**config.mk**
```make
export PLATFORM = sky130hd
export DESIGN_NAME = router_sync
export DESIGN_NICKNAME = d
export VERILOG_FILES = /design/src/rtl/router_pkg.sv /design/src/rtl/router_sync_timer.sv /design/src/rtl/router_sync.sv
export SDC_FILE = /design/constraint.sdc
export NUM_CORES = 1
export LEC_CHECK = 0
export ABC_AREA = 1
export CORE_AREA = 3 3 40 42
export DETAILED_ROUTE_END_ITERATION = 8
export DIE_AREA = 0 0 43 45
export PLACE_DENSITY = 0.61
export SYNTH_ARGS = -nofsm -noshare
export SYNTH_HDL_FRONTEND = slang
export SYNTH_SLANG_ARGS = --single-unit
```
**constraint.sdc**
```tcl
create_clock -name clock -period 1 [get_ports clock]
set_clock_uncertainty 0.1 [all_clocks]
set_input_delay 0.25 -clock clock [delete_from_list [all_inputs] [get_ports clock]]
set_output_delay 0.25 -clock clock [all_outputs]
set_load 0.02 [all_outputs]
```
**src/rtl/router_pkg.sv**
```systemverilog
// Shared constants for the router synchronizer: port count, idle timeout,
// and the two-bit destination address encodings carried in header bits [1:0].
package router_pkg;

  localparam int NUM_PORTS      = 3;
  localparam int TIMEOUT_CYCLES = 30;
  localparam int CNT_W          = 5;

  localparam logic [1:0] ADDR_P0      = 2'b00;
  localparam logic [1:0] ADDR_P1      = 2'b01;
  localparam logic [1:0] ADDR_P2      = 2'b10;
  localparam logic [1:0] ADDR_INVALID = 2'b11;

  // One-hot FIFO select for a destination address; the invalid address selects nothing.
  function automatic logic [NUM_PORTS-1:0] addr_decode(input logic [1:0] addr);
    logic [NUM_PORTS-1:0] sel;
    case (addr)
      ADDR_P0: sel = 3'b001;
      ADDR_P1: sel = 3'b010;
      ADDR_P2: sel = 3'b100;
      default: sel = 3'b000;
    endcase
    return sel;
  endfunction

endpackage

```
**src/rtl/router_sync_timer.sv**
```systemverilog
// Per-port idle watchdog: counts consecutive edges where the port holds valid
// data that nobody reads, and emits a one-cycle registered soft-reset pulse on
// the TIMEOUT_CYCLES-th such edge. The count never wraps past TIMEOUT_CYCLES-1.
module router_sync_timer
  import router_pkg::*;
(
  input  logic clock,
  input  logic resetn,
  input  logic vld,
  input  logic read_enb,
  output logic soft_reset
);

  logic [CNT_W-1:0] cnt_r;
  logic             soft_reset_r;
  logic             idle_s;
  logic             expire_s;

  // Decode whether this edge extends the idle run and whether it ends it.
  always_comb begin
    idle_s   = 1'b0;
    expire_s = 1'b0;
    if (vld && !read_enb) begin
      idle_s   = 1'b1;
      expire_s = (cnt_r == CNT_W'(TIMEOUT_CYCLES - 1));
    end else begin
      idle_s   = 1'b0;
      expire_s = 1'b0;
    end
  end

  // Idle counter and soft-reset pulse register; expiry restarts the count from zero.
  always_ff @(posedge clock or negedge resetn) begin
    if (!resetn) begin
      cnt_r        <= '0;
      soft_reset_r <= 1'b0;
    end else if (!idle_s) begin
      cnt_r        <= '0;
      soft_reset_r <= 1'b0;
    end else if (expire_s) begin
      cnt_r        <= '0;
      soft_reset_r <= 1'b1;
    end else begin
      cnt_r        <= cnt_r + 5'd1;
      soft_reset_r <= 1'b0;
    end
  end

  assign soft_reset = soft_reset_r;

endmodule

```
**src/rtl/router_sync.sv**
```systemverilog
// Router synchronizer: latches the destination address from the header byte,
// steers the FSM write request to one FIFO, reports that FIFO's full flag, and
// exposes per-destination valid flags.
// Optional feature macro: SOFT_RESET_TIMEOUT_EN -- when defined, each port gets
// an idle watchdog that pulses soft_reset_x after TIMEOUT_CYCLES unread edges;
// otherwise soft_reset_0/1/2 are constant zero and no counters exist.
module router_sync
  import router_pkg::*;
(
  input  logic       clock,
  input  logic       resetn,
  input  logic       detect_add,
  input  logic [1:0] data_in,
  input  logic       write_enb_reg,
  input  logic       read_enb_0,
  input  logic       read_enb_1,
  input  logic       read_enb_2,
  input  logic       empty_0,
  input  logic       empty_1,
  input  logic       empty_2,
  input  logic       full_0,
  input  logic       full_1,
  input  logic       full_2,
  output logic [2:0] write_enb,
  output logic       fifo_full,
  output logic       vld_out_0,
  output logic       vld_out_1,
  output logic       vld_out_2,
  output logic       soft_reset_0,
  output logic       soft_reset_1,
  output logic       soft_reset_2
);

  logic [1:0]           addr_r;
  logic [NUM_PORTS-1:0] vld_s;
  logic [NUM_PORTS-1:0] rd_s;
  logic [NUM_PORTS-1:0] soft_s;

  assign vld_s = {~empty_2, ~empty_1, ~empty_0};
  assign rd_s  = {read_enb_2, read_enb_1, read_enb_0};

  // Address register: captures header bits on detect_add; a same-edge write still uses the old value.
  always_ff @(posedge clock or negedge resetn) begin
    if (!resetn) begin
      addr_r <= ADDR_INVALID;
    end else if (detect_add) begin
      addr_r <= data_in;
    end else begin
      addr_r <= addr_r;
    end
  end

  // Write steering and full-flag selection from the latched address.
  always_comb begin
    write_enb = 3'b000;
    fifo_full = 1'b0;
    if (write_enb_reg) begin
      write_enb = addr_decode(addr_r);
    end else begin
      write_enb = 3'b000;
    end
    case (addr_r)
      ADDR_P0: fifo_full = full_0;
      ADDR_P1: fifo_full = full_1;
      ADDR_P2: fifo_full = full_2;
      default: fifo_full = 1'b0;
    endcase
  end

`ifdef SOFT_RESET_TIMEOUT_EN
  for (genvar p = 0; p < NUM_PORTS; p++) begin : g_timer
    router_sync_timer u_timer (
      .clock      (clock),
      .resetn     (resetn),
      .vld        (vld_s[p]),
      .read_enb   (rd_s[p]),
      .soft_reset (soft_s[p])
    );
  end
`else
  logic [NUM_PORTS-1:0] unused_rd_s;
  assign unused_rd_s = rd_s;
  assign soft_s      = '0;
`endif

  assign vld_out_0    = vld_s[0];
  assign vld_out_1    = vld_s[1];
  assign vld_out_2    = vld_s[2];
  assign soft_reset_0 = soft_s[0];
  assign soft_reset_1 = soft_s[1];
  assign soft_reset_2 = soft_s[2];

endmodule

```
==> impl_metrics.env, run 1 <==
export IMPL_final_hold_worst_slack_ns=0.2669
export IMPL_use_met3_pct=2.789
export IMPL_timing_critical_path_from="addr_r[0]$_DFFE_PN1P_"
export IMPL_portBuffers=18
export IMPL_worst_ep_required_time_ns=0.65
export IMPL_synth_yosys_warnings=0
export IMPL_start_kind="flop"
export IMPL_cells_after_synth=23
export IMPL_synthDistinctLibCells=10
export IMPL_syn_mean_instance_area_um2=7.126
export IMPL_hold_path_class="input port to async pin"
export IMPL_setup_viol=6
export IMPL_worstSetupPathType="flop to output pin"
export IMPL_clkTransAtPathRegs_ns=0.03
export IMPL_end_kind="output pin"
export IMPL_multiInputGateArea_um2=103.9
export IMPL_place_gp_congestion=0.6280
export IMPL_dieHeight_um=45
export IMPL_totalWireLength_um=522
export IMPL_postPlaceCellArea_um2=400.4
export IMPL_final_hold_violation_count=0
export IMPL_cts_max_path_buffers=2
export IMPL_clockPowerShare_pct=36.8
export IMPL_crit_reg_reg_startpoint="addr_r[1]$_DFFE_PN1P_"
export IMPL_floorplan_initialDensity_pct=12.76
export IMPL_final_layout_net_count=65
export IMPL_cellInternalPower_mw=0.3369
export IMPL_final_min_clock_period_ns=1.476
export IMPL_switchingPower_mw=0.1502
export IMPL_synth_sequential_area_ratio_pct=32.06
export IMPL_chipWidth_um=43
export IMPL_run_status="complete, but fails checks"
export IMPL_area_delta_synth_final_pct=171.8
export IMPL_postRouteAntennaNets=0
export IMPL_grt_setup_unrepaired="yes"
export IMPL_cts_hold_fix_buffers=0
export IMPL_core_rowCount=13
export IMPL_register_name_with_the_most_flops="addr_r"
export IMPL_grt_met1_usage_pct=5.769
export IMPL_globalRouteMet2Util_pct=11.38
export IMPL_core_area_mm2=0.001285
export IMPL_remaining_drc_errors=0
export IMPL_max_reg_flops=2
export IMPL_total_half_perimeter_wirelength_after_legalization_and_detailed_placement_um=441.6
export IMPL_maxSlewViolCount=0
export IMPL_r2r_setup_slack_ns=-0.12
export IMPL_cts_root_buffer_cell="sky130_fd_sc_hd__clkbuf_4"
export IMPL_reg2reg_depth=4
export IMPL_seqCellArea_um2=52.55
export IMPL_static_leak_nw=0.2163
export IMPL_grt_first_pass_wirelength_um=897
export IMPL_clock_buffer_count_from_cts=3
export IMPL_number_of_global_route_vias_before_repair=233
export IMPL_cts_tree="yes"
export IMPL_worst_skew_pair_late_latency_ns=0.22
export IMPL_synth_seq_cells=2
export IMPL_global_route_usage_sum_pct=6.739
export IMPL_reg_largest_list="addr_r x2"
export IMPL_regToRegEndpoint="addr_r[1]$_DFFE_PN1P_"
export IMPL_vdd_ir_drop_worst_v=0.0004725
export IMPL_critPathCapture="fifo_full"
export IMPL_routed_wire_length_per_instance_um=8.286
export IMPL_grt_antenna_before_repair=0
export IMPL_grt_max_degree=5
export IMPL_period_share_pct=147.6
export IMPL_finalWorstSetupSlack_ns=-0.4756
export IMPL_critPathArrivalTime_ns=1.13
export IMPL_power_share_switching_pct=30.84
export IMPL_drt_iter0_markers=1
export IMPL_first_pass_iters=2
export IMPL_layout_drive_gt1_share_pct=54.17
export IMPL_layout_filler_cells=143
export IMPL_fin_area_um2=445.4
export IMPL_clock_sinks=2
export IMPL_cp_max_fo=4
export IMPL_max_freq_ghz=0.6777
export IMPL_grt_busiest_layer="met2"
export IMPL_htreeDepth=1
export IMPL_floorplan_die_area_mm2=0.001935
export IMPL_combPwrFrac_pct=41.8
export IMPL_vias=220
export IMPL_max_cap_viol_count=0
export IMPL_seqPwrFrac_pct=21.4
export IMPL_vias_per_cell=3.492
export IMPL_grt_remaining_overflow=0
export IMPL_synth_cell_area_um2=163.9
export IMPL_io_pins=25
export IMPL_power_density_mw_per_mm2=1094
export IMPL_diodes=0
export IMPL_violations_in_the_final_reports="setup timing"
## cell usage after synthesis, drive strengths merged
cell	instances	area, µm²
nor3	3	25.02
nand2	2	7.510
nand3	4	20.02
buf	3	22.52
dfstp	2	52.55
inv	6	22.52
o21ai	2	10.01
conb	1	3.750
## repair_timing
item,4_1_cts,5_1_grt
buffers inserted,0,1
resized for setup,48,3
pin swaps,0,0
setup endpoints to repair,9,8
## logic make-up (layout without fill, tap and decap cells)
| group | after synthesis | count (layout) | share of synthesized area [%] |
|---|---|---|---|
| AOI/OAI and AO/OA | 2 | 2 | 6.107 |
| buffers and inverters | 9 | 32 | 27.48 |
| other | 1 | 3 | 2.288 |
| and+or+nand+nor | 9 | 9 | 32.06 |
| DFF | 2 | 2 | 32.06 |
## stage by stage
step	power (mW)	instances	setup TNS (ns)	util, %	setup slack (ns)
finish	0.4871	63	-2.002	34.66	-0.4756
global route	0.5212	63	-2.319	34.66	-0.5324
CTS	0.4919	62	-1.976	33.89	-0.4900
detailed placement	0.2953	59	-5.571	31.16	-0.8845
global placement	0.2925	59	-5.502	31.16	-0.8879
floorplan	0.1934	25	-0.7512	-	-0.2390
## per-layer routing
metal  routed length (µm)  vias to the layer above
li1                     -                      117
met1                  157                       90
met2                  293                       13
met3                   71                        0
met4                    0                        0
met5                    0                        -
## cell type report
| class | count | share of cell area (%) |
|---|---|---|
| Sequential cell | 2 | 11.80 |
| Inverter | 6 | 6.180 |
| Tap cell | 15 | 4.213 |
| Multi-Input combinational cell | 14 | 23.31 |
| Clock buffer | 3 | 5.056 |
| Timing Repair Buffer | 23 | 49.44 |
## worst max-delay path: stages (launching register included)
cell                      delay, ns
sky130_fd_sc_hd__dfstp_2       0.55
sky130_fd_sc_hd__inv_4         0.05
sky130_fd_sc_hd__nand3_1       0.08
sky130_fd_sc_hd__nand3_2       0.08
sky130_fd_sc_hd__buf_6         0.13
## layout by cell type (no fill, tap or decap)
| master | instances |
|---|---|
| sky130_fd_sc_hd__nand3_2 | 1 |
| sky130_fd_sc_hd__inv_1 | 3 |
| sky130_fd_sc_hd__buf_6 | 6 |
| sky130_fd_sc_hd__nor3_4 | 2 |
| sky130_fd_sc_hd__clkdlybuf4s15_1 | 3 |
| sky130_fd_sc_hd__nand2_1 | 2 |
| sky130_fd_sc_hd__nor3_2 | 1 |
| sky130_fd_sc_hd__inv_2 | 1 |
| sky130_fd_sc_hd__dfstp_2 | 2 |
| sky130_fd_sc_hd__nand3_1 | 3 |
| sky130_fd_sc_hd__conb_1 | 3 |
| sky130_fd_sc_hd__clkdlybuf4s50_1 | 8 |
| sky130_fd_sc_hd__inv_4 | 2 |
| sky130_fd_sc_hd__clkbuf_4 | 3 |
| sky130_fd_sc_hd__buf_2 | 1 |
| sky130_fd_sc_hd__o21ai_2 | 2 |
| sky130_fd_sc_hd__buf_4 | 5 |
## worst min-delay path by stage
stage	startpoint	endpoint	slack, ns
floorplan	resetn	addr_r[0]$_DFFE_PN1P_	0.002
global placement	resetn	addr_r[0]$_DFFE_PN1P_	0.50
detailed placement	resetn	addr_r[1]$_DFFE_PN1P_	0.51
CTS	resetn	addr_r[0]$_DFFE_PN1P_	0.27
global route	resetn	addr_r[0]$_DFFE_PN1P_	0.29
finish	resetn	addr_r[0]$_DFFE_PN1P_	0.27
## power groups by stage
stage                     Sequential, mW  Combinational (mW)  Clock [mW]
after global routing               0.106               0.220       0.195
after global placement             0.102               0.191           0
after CTS                          0.105               0.199       0.188
after detailed placement           0.103               0.192           0
final                              0.104               0.204       0.179
after floorplan                    0.107              0.0859           0
Note: power is estimated with default switching activity, not from simulation.
==> run 2, diff against run 1 <==
REMOVE_ABC_BUFFERS = 1   (was default)
SLEW_MARGIN = 20   (was default)
SYNTH_HIERARCHICAL = 1   (was default)
==> run 2 against run 1 <==
The run still ends with setup timing left. Core utilization down 1.3 points. Register-to-register slack got worse by 0.12 ns. Sequential cell count stayed put. Sequential share of layout area is 0.45 points higher. Hold slack about the same. Final area down 3.7%. Synthesized cell count stayed put. First-iteration DRC count fell by 100%. Area after synthesis unchanged. Sequential power hardly changed. Critical path type unchanged. Critical endpoint is now write_enb[2]. Largest cell class unchanged.
==> impl_metrics.env, run 2 <==
export IMPL_setup_viol=6
export IMPL_vias=227
export IMPL_path_buf_inv=2
export IMPL_max_freq_ghz=0.6800
export IMPL_crit_reg_reg_startpoint="addr_r[0]$_DFFE_PN1P_"
export IMPL_ys_top_cells_by_count="sky130_fd_sc_hd__inv_1 (4), sky130_fd_sc_hd__nand3_1 (4), sky130_fd_sc_hd__buf_4 (3)"
export IMPL_remaining_drc_errors=0
export IMPL_syn_mean_instance_area_um2=7.126
export IMPL_core_rowCount=13
export IMPL_synth_async_sr_flop_share_pct=100.0
export IMPL_grt_antenna_before_repair=0
export IMPL_cts_tree="yes"
export IMPL_dieHeight_um=45
export IMPL_place_gp_congestion=0.6951
export IMPL_cts_max_path_buffers=2
export IMPL_yosys_area_share_simple_pct=32.06
export IMPL_max_cap_viol_count=0
export IMPL_critPathArrivalTime_ns=1.12
export IMPL_routed_wire_length_per_instance_um=8.563
export IMPL_run_status="complete, but fails checks"
export IMPL_fin_setup_tns_ns=-2.074
export IMPL_core_area_mm2=0.001285
export IMPL_synthDistinctLibCells=10
export IMPL_grt_remaining_overflow=0
export IMPL_clockPowerShare_pct=37.2
export IMPL_total_half_perimeter_wirelength_after_legalization_and_detailed_placement_um=410
export IMPL_numPlacedInstances=59
export IMPL_synth_cell_area_um2=163.9
export IMPL_htreeDepth=1
export IMPL_switchingPower_mw=0.1385
export IMPL_regToRegEndpoint="addr_r[0]$_DFFE_PN1P_"
export IMPL_area_delta_synth_final_pct=161.8
export IMPL_power_density_mw_per_mm2=1107
export IMPL_reg_largest_list="addr_r x2"
export IMPL_first_pass_iters=1
export IMPL_diodes=0
export IMPL_yosys_area_share_xor_xnor_pct=0
export IMPL_post_synth_fa_ha_maj_area_fraction_pct=0
export IMPL_muxShareOfSynthArea_pct=0
export IMPL_yosys_top_cells_area="sky130_fd_sc_hd__dfstp_2 (32%), sky130_fd_sc_hd__buf_4 (14%), sky130_fd_sc_hd__nand3_1 (12%)"
export IMPL_clock_buffer_count_from_cts=3
export IMPL_cells_after_synth=23
export IMPL_final_hold_violation_count=0
export IMPL_hold_path_class="input port to async pin"
export IMPL_layout_drive_gt1_share_pct=51.02
export IMPL_final_layout_net_count=66
export IMPL_combPwrFrac_pct=41.4
export IMPL_number_of_global_route_vias_before_repair=230
export IMPL_largest_area_contributor_in_the_netlist="sky130_fd_sc_hd__dfstp_2"
export IMPL_yosys_area_top_type_share_pct=32.06
export IMPL_cellInternalPower_mw=0.3365
export IMPL_grt_first_pass_wirelength_um=910
export IMPL_placement_setup_worst_slack_ns=-0.8824
export IMPL_timing_critical_path_slowest_cell_delay_ns=0.54
export IMPL_floorplan_initialDensity_pct=12.76
export IMPL_timing_critical_path_from="addr_r[1]$_DFFE_PN1P_"
export IMPL_cp_max_fo=4
export IMPL_static_leak_nw=0.2121
export IMPL_synth_compound_gate_area_share_pct=6.107
export IMPL_drt_iter0_markers=0
export IMPL_maxSlewViolCount=0
export IMPL_max_reg_flops=2
export IMPL_violations_in_the_final_reports="setup timing"
export IMPL_r2r_setup_slack_ns=-0.24
export IMPL_seqPwrFrac_pct=21.4
export IMPL_global_route_usage_sum_pct=6.994
export IMPL_cts_root_buffer_cell="sky130_fd_sc_hd__clkbuf_4"
export IMPL_chipWidth_um=43
export IMPL_vdd_ir_drop_worst_v=0.0004657
export IMPL_floorplan_die_area_mm2=0.001935
export IMPL_end_kind="output pin"
export IMPL_clkTransAtPathRegs_ns=0.03
export IMPL_final_cells=64
export IMPL_synth_top_family_by_area="simple AND/OR/NAND/NOR gates"
export IMPL_clock_sinks=2
export IMPL_grt_max_degree=5
export IMPL_reg2reg_depth=5
export IMPL_mostFrequentLayoutCells="sky130_fd_sc_hd__clkdlybuf4s50_1 (8), sky130_fd_sc_hd__buf_4 (8), sky130_fd_sc_hd__buf_6 (5), sky130_fd_sc_hd__inv_1 (4), sky130_fd_sc_hd__nand3_1 (4)"
export IMPL_timing_critical_path_slowest_stage_cell="sky130_fd_sc_hd__dfstp_2"
export IMPL_layout_filler_cells=144
export IMPL_synthFlopType="sky130_fd_sc_hd__dfstp_2"
export IMPL_grt_setup_unrepaired="yes"
export IMPL_worst_skew_pair_late_latency_ns=0.22
export IMPL_totalWireLength_um=548
export IMPL_register_name_with_the_most_flops="addr_r"
export IMPL_crit_family="flip-flops"
export IMPL_period_share_pct=147.1
export IMPL_final_min_clock_period_ns=1.471
export IMPL_io_pins=25
export IMPL_synth_seq_cells=2
export IMPL_worst_ep_required_time_ns=0.65
export IMPL_finalWorstSetupSlack_ns=-0.4705
export IMPL_power_share_switching_pct=29.16
export IMPL_start_kind="flop"
export IMPL_synth_yosys_warnings=6
export IMPL_portBuffers=18
export IMPL_postRouteAntennaNets=0
export IMPL_final_hold_worst_slack_ns=0.2674
export IMPL_timing_critical_path_cells="inv_2 -> nor3_2 -> buf_4"
export IMPL_synth_sequential_area_ratio_pct=32.06
export IMPL_vias_per_cell=3.547
export IMPL_worstSetupPathType="flop to output pin"
export IMPL_synth_edff_count=0
==> run 2: cell counts after synthesis <==
Identical to the previous run, type by type.
==> run 2: worst max-delay path by stage <==
stage,to,cells past startpoint
2_1_floorplan,write_enb[1],2
3_3_place_gp,write_enb[0],4
3_5_place_dp,write_enb[0],4
4_1_cts,fifo_full,4
5_1_grt,write_enb[1],3
6_report,write_enb[2],3
==> run 2: worst register-to-register path, stage by stage (launching register included) <==
cell	delay [ns]
sky130_fd_sc_hd__dfstp_2	0.53
sky130_fd_sc_hd__inv_2	0.06
sky130_fd_sc_hd__buf_4	0.13
sky130_fd_sc_hd__buf_4	0.12
sky130_fd_sc_hd__buf_4	0.12
sky130_fd_sc_hd__o21ai_2	0.12
==> run 2: power groups by stage <==
stage	sequential, mW	combinational (mW)	clock, mW
2_1_floorplan	0.104	0.0664	0
3_3_place_gp	0.102	0.176	0
3_5_place_dp	0.103	0.176	0
4_1_cts	0.102	0.192	0.192
5_1_grt	0.103	0.211	0.211
6_report	0.102	0.197	0.177
==> run 2: area by class of cell <==
type	count	area [µm²]	share of cell area [%]
inverters	6	22.52	5.248
repair buffers	24	226.5	52.77
flip-flops and latches	2	52.55	12.24
multi-input cells	14	86.33	20.12
clock buffers	3	22.52	5.248
well taps	15	18.77	4.373
==> run 2: through the flow <==
stage                     util, %  cell area, µm²  total power [mW]
after floorplan                 -           148.9            0.1699
after global placement      29.41           377.9            0.2780
after detailed placement    29.41           377.9            0.2793
after CTS                   32.81           421.7            0.4859
after global routing        33.40           429.2            0.5250
final                       33.40           429.2            0.4750
==> run 2: cell families (layout without fill, tap and decap cells) <==
logic type	count (synthesis)	after routing
buffers and inverters	9	33
other	1	3
DFF	2	2
AOI/OAI and AO/OA	2	2
and+or+nand+nor	9	9
==> run 2: layer usage <==
layer	vias to the layer above	track usage (%)	share of wire (%)
li1	117	-	-
met1	99	6.747	35
met2	11	10.48	55
met3	0	3.586	9.3
met4	0	7.229	0
met5	-	0	0
==> run 2: timing repair <==
| action | 4_1_cts | 5_1_grt |
|---|---|---|
| buffers inserted | 2 | 1 |
| endpoints found under the setup margin | 9 | 9 |
| pin swaps | 1 | 3 |
| cloned | 0 | 0 |
| hold buffers | 0 | 0 |
| resized for setup | 46 | 4 |
